[src/rtl/alu_pkg.sv]
// Shared ALU constants: function codes, flag bit positions and flag width.
package alu_pkg;
  localparam int FLAGS_W = 5;
  localparam int FLAG_C  = 4;
  localparam int FLAG_L  = 3;
  localparam int FLAG_F  = 2;
  localparam int FLAG_Z  = 1;
  localparam int FLAG_N  = 0;

  localparam logic [2:0] OP_AND = 3'b000;
  localparam logic [2:0] OP_OR  = 3'b001;
  localparam logic [2:0] OP_ADD = 3'b010;
  localparam logic [2:0] OP_SUB = 3'b110;
  localparam logic [2:0] OP_XOR = 3'b111;

  function automatic logic op_legal(input logic [2:0] op);
    return (op == OP_AND) || (op == OP_OR) || (op == OP_ADD) ||
           (op == OP_SUB) || (op == OP_XOR);
  endfunction
endpackage

[src/rtl/alu_core.sv]
// Combinational ALU datapath: result and candidate flag values for one op.
module alu_core
  import alu_pkg::*;
#(
  parameter int WIDTH = 16
) (
  input  logic [2:0]         alucont,
  input  logic [WIDTH-1:0]   a,
  input  logic [WIDTH-1:0]   b,
  output logic [WIDTH-1:0]   result,
  output logic [FLAGS_W-1:0] nflags,
  output logic               legal
);
  logic [WIDTH:0]   sum;
  logic [WIDTH-1:0] diff;
  logic             lt;

  assign sum   = {1'b0, a} + {1'b0, b};
  assign diff  = a - b;
  assign lt    = a < b;
  assign legal = op_legal(alucont);

  always_comb begin
    result = '0;
    nflags = '0;
    case (alucont)
      OP_AND: result = a & b;
      OP_OR:  result = a | b;
      OP_XOR: result = a ^ b;
      OP_ADD: begin
        result         = sum[WIDTH-1:0];
        nflags[FLAG_C] = sum[WIDTH];
        nflags[FLAG_F] = (a[WIDTH-1] == b[WIDTH-1]) && (sum[WIDTH-1] != a[WIDTH-1]);
      end
      OP_SUB: begin
        result         = diff;
        nflags[FLAG_C] = lt;
        nflags[FLAG_L] = lt;
        nflags[FLAG_F] = (a[WIDTH-1] != b[WIDTH-1]) && (diff[WIDTH-1] != a[WIDTH-1]);
      end
      default: result = '0;
    endcase
    nflags[FLAG_Z] = (result == '0);
    nflags[FLAG_N] = result[WIDTH-1];
  end
endmodule

[src/rtl/alu_exec.sv]
// ALU execute stage: one-deep valid/ready output register, flag register, sticky err.
module alu_exec
  import alu_pkg::*;
#(
  parameter int WIDTH = 16
) (
  input  logic               clk,
  input  logic               reset,
  input  logic               in_valid,
  output logic               in_ready,
  input  logic [2:0]         alucont,
  input  logic [WIDTH-1:0]   a,
  input  logic [WIDTH-1:0]   b,
  input  logic               flags_we,
  output logic               out_valid,
  input  logic               out_ready,
  output logic [WIDTH-1:0]   result,
  output logic [FLAGS_W-1:0] flags,
  output logic               err
);
  logic [WIDTH-1:0]   core_result;
  logic [FLAGS_W-1:0] core_flags;
  logic               core_legal;
  logic               accept;

  alu_core #(.WIDTH(WIDTH)) u_core (
    .alucont (alucont),
    .a       (a),
    .b       (b),
    .result  (core_result),
    .nflags  (core_flags),
    .legal   (core_legal)
  );

  assign in_ready = !out_valid || out_ready;
  assign accept   = in_valid && in_ready;

  always_ff @(posedge clk) begin
    if (reset) begin
      out_valid <= 1'b0;
      result    <= '0;
      flags     <= '0;
      err       <= 1'b0;
    end else if (accept) begin
      // core already yields 0 for illegal codes, so result needs no special case
      out_valid <= 1'b1;
      result    <= core_result;
      if (core_legal && flags_we) flags <= core_flags;
      if (!core_legal) err <= 1'b1;
    end else if (out_ready) begin
      out_valid <= 1'b0;
    end
  end
endmodule

[config.mk]
export PLATFORM = sky130hd
export DESIGN_NAME = alu_exec
export DESIGN_NICKNAME = d
export VERILOG_FILES = /design/src/rtl/alu_pkg.sv /design/src/rtl/alu_core.sv /design/src/rtl/alu_exec.sv
export SDC_FILE = /design/constraint.sdc
export NUM_CORES = 1
export LEC_CHECK = 0
export BUFFER_PORTS_ARGS = -buffer_cell sky130_fd_sc_hd__buf_2
export CELL_PAD_IN_SITES_DETAIL_PLACEMENT = 1
export CELL_PAD_IN_SITES_GLOBAL_PLACEMENT = 1
export CORE_MARGIN = 2
export CORE_UTILIZATION = 45
export DETAILED_ROUTE_END_ITERATION = 6
export GPL_TIMING_DRIVEN = 0
export PLACE_DENSITY = 0.91
export SLEW_MARGIN = 20
export SYNTH_ARGS = -nofsm -noshare
export SYNTH_HDL_FRONTEND = slang
export SYNTH_SLANG_ARGS = --single-unit
[constraint.sdc]
create_clock -name clk -period 4.7 [get_ports clk]
set_input_delay 0.94 -clock clk [delete_from_list [all_inputs] [get_ports clk]]
set_output_delay 0.94 -clock clk [all_outputs]
set_load 0.03 [all_outputs]
==> flow_summary_export.csv <==
group,metric,value,unit
clock_network,clock_tree.root_cell,"clkbuf_8",
floorplanning,rows,32,
routing,wl_per_cell,19.97,um
clock_network,cts_buffer_depth,2,
placed_design,finalWeightedCongestion,0.9982,
final_layout,design_area,0.004073,sq mm
logic_synthesis,ys_seq_area_frac,0.1284,
timing,fin_tns_setup,0,ns
floorplanning,start_util,0.4639,
routing,post_drt_via_cell_ratio,6.255,
placed_design,place_area,0.004028,sq mm
timing,max_freq,244.6,MHz
setup_path,end_kind,"flip-flop",
setup_path,cp_slowest_cell,"nor4b_1",
logic_synthesis,netlist_area,0.003585,sq mm
floorplanning,die_area,0.008696,sq mm
clock_network,numCtsBuffers,3,
timing,whs,0.4669,ns
min_path,holdCritPathClass,"reg -> reg",
routing,wl_met1,5542,um
clock_network,holdBufCountCts,0,
timing,hold_viol,0,
routing,vias,4216,
floorplanning,coreArea,0.007727,sq mm
logic_synthesis,syn_avg_cell_area,7.098,sq um
clock_network,cts.clk_slew.worst_paths,0.08,ns
setup_path,crit_fanout,3,
timing,fin_skew,0.005115,ns
placed_design,dp_hpwl,10670,um
logic_synthesis,async_reset_ff_frac,0,
logic_synthesis,ys_top_cells_by_area,"ha_1, dfxtp_1, nor2_1",
grt,grt_max_degree,13,
logic_synthesis,yosysTopAreaCell,"ha_1",
logic_synthesis,syn_nets,596,
power_and_ir_drop,total_power,802.5,uW
grt,grt_util_all_layers,0.3106,
logic_synthesis,yosys_warnings,0,
grt,grt-ovfl-total,0,
final_layout,syn2layout_area_growth,13.61,%
clock_network,numClockSinks,23,
clock_network,cts_tree,"yes",
final_layout,fill_cells,1050,
logic_synthesis,synth_seq_cells,23,
final_layout,n_antenna_cell,0,
routing,maxUsedRoutingLayer,"met4",
timing,layout_worst_path_cycle_share,0.8698,
placed_design,io_buffers,63,
timing,rsz0062_at_grt,"no",
logic_synthesis,yosysMostFrequentCell,"nor2_1",
timing,fin_crit,4.088,ns
setup_path,critical_path_class,"in -> reg",
timing,worstMarginPinSlew,0.9353,ns
floorplanning,pin_count,64,
placed_design,dp.cells,670,
floorplanning,die_y,93.25,um
grt,grt_pass1_vias,4319,
routing,wl_met2,6475,um
routing,dr.pass1.iters,4,
logic_synthesis,synth_ff_type,"dfxtp_1",
clock_network,htreeDepth,1,
placed_design,post-place-ws,0.5021,ns
logic_synthesis,yosysUniqueCellTypes,68,
timing,setup_viol,0,
logic_synthesis,synth_edf_count,0,
run_status,status,"complete, no violations",
clock_network,cts_setup_buffers,0,
grt,antenna_found_initial,0,
final_layout,final_nets,664,
grt,grt_pass1_wl,21580,um
routing,drt.antenna.violating_nets,0,
routing,drtIter0Drc,274,
setup_path,crit_chain,"buf_2, inv_1, ha_1, fa_1, o21ba_2, nor4_1, o31ai_1, a211o_1, mux2i_1, o21ai_0, nor4b_1, nand4_1, o21ai_0",
logic_synthesis,synthesis.instances,505,
final_layout,final_cells,674,
setup_path,worstSetupStartpointType,"input port",
final_layout,final_util,0.5270,
timing,maxSlewHeadroom,0.3742,
setup_path,worst-path-buf-inv,2,
clock_network,cts-resized-gates,0,
setup_path,arrival,4.28,ns
floorplanning,die_w,93.25,um
routing,dr_wl_met3,917,um
routing,drc_errors,0,
job,maxCapViolations,0,
power_and_ir_drop,p_leak,1.920,nW
setup_path,critical-path-max-stage-delay,0.55,ns
setup_path,cp_common_cell,"o21ai_0",
setup_path,cp_top_family,"simple AND/OR/NAND/NOR gates",
power_and_ir_drop,power_density,197.0,mW/mm^2
clock_network,clock_latency,0.27,ns
logic_synthesis,synth_top_area_frac,0.1710,
routing,wirelength,13460,um
final_layout,final_layout_size_suffix_gt1_frac,0.1608,
power_and_ir_drop,ir_drop,0.0001339,V
timing,final_max_slew_viol_count,0,
timing,timing.final.ws_setup,0.6120,ns
setup_path,required,4.89,ns
logic_synthesis,synth_common_cells,"nor2_1, ha_1, inv_1",
==> cell usage in the layout (no fill, tap or decap), types with 4 or more instances in the layout <==
cell type	count
o32ai_1	4
dfxtp_1	23
o211ai_1	7
nor3b_1	4
nand3_1	8
buf_2	74
nand2b_1	13
o21bai_1	4
o21a_1	10
nor2_1	63
a211o_1	6
nor3_1	18
nor2b_1	6
nand2_1	35
a311oi_1	6
a211oi_1	22
clkbuf_1	13
nor4_1	6
inv_1	47
or2_2	4
ha_1	49
nand4_1	4
a21o_1	6
mux2i_1	5
a21oi_1	38
o31ai_1	4
or3_1	4
xnor2_1	4
o21ai_0	20
==> area by class of cell <==
class	instances	area, sq um	share of cell area
repair buffers	63	315.3	0.07742
clock buffers	4	45.04	0.01106
multi-input cells	408	2825	0.6937
plain buffers	27	122.6	0.03011
inverters	47	176.4	0.04332
flip-flops and latches	23	460.4	0.1131
well taps	102	127.6	0.03134
==> path summary, 6_finish.rpt <==
check                 start        end  slack [ns]  depth (start not counted)
setup / recovery       a[0]   flags[1]        0.61                         13
hold / removal    result[9]  result[9]        0.47                          2
setup reg to reg  out_valid   flags[1]        2.09                         10
hold reg to reg   result[9]  result[9]        0.47                          2
==> per-layer routing <==
metal  track usage  up-vias
met4        0.1225        0
met3       0.04593       44
met2        0.5318      184
met5             0        -
li1              -     1957
met1        0.3900     2031
==> flip-flops by register name, indices dropped and copies added, names as in the netlist <==
name and flops:
err 1, flags 5, out_valid 1, result 16
==> power by group <==
group          total, mW  switching (mW)  internal [mW]
clock network      0.124          0.0637         0.0606
registers          0.217         0.00768          0.209
logic              0.461           0.300          0.161
==> worst min-delay path: cells and delay by family (launching register included) <==
family	cells	cell delay (ns)
flops	1	0.31
simple gates	1	0.05
compound gates	1	0.05
==> logic make-up (layout without fill, tap and decap cells) <==
group,Yosys count,count (layout),synth area share
fa+ha+maj,51,51,0.1822
compound gates,164,164,0.3278
simple gates,180,180,0.2433
mux,7,7,0.02024
flops,23,23,0.1284
buf+inv,74,141,0.08342
xor+xnor,6,6,0.01466
Power figures use the tool's default switching activity.
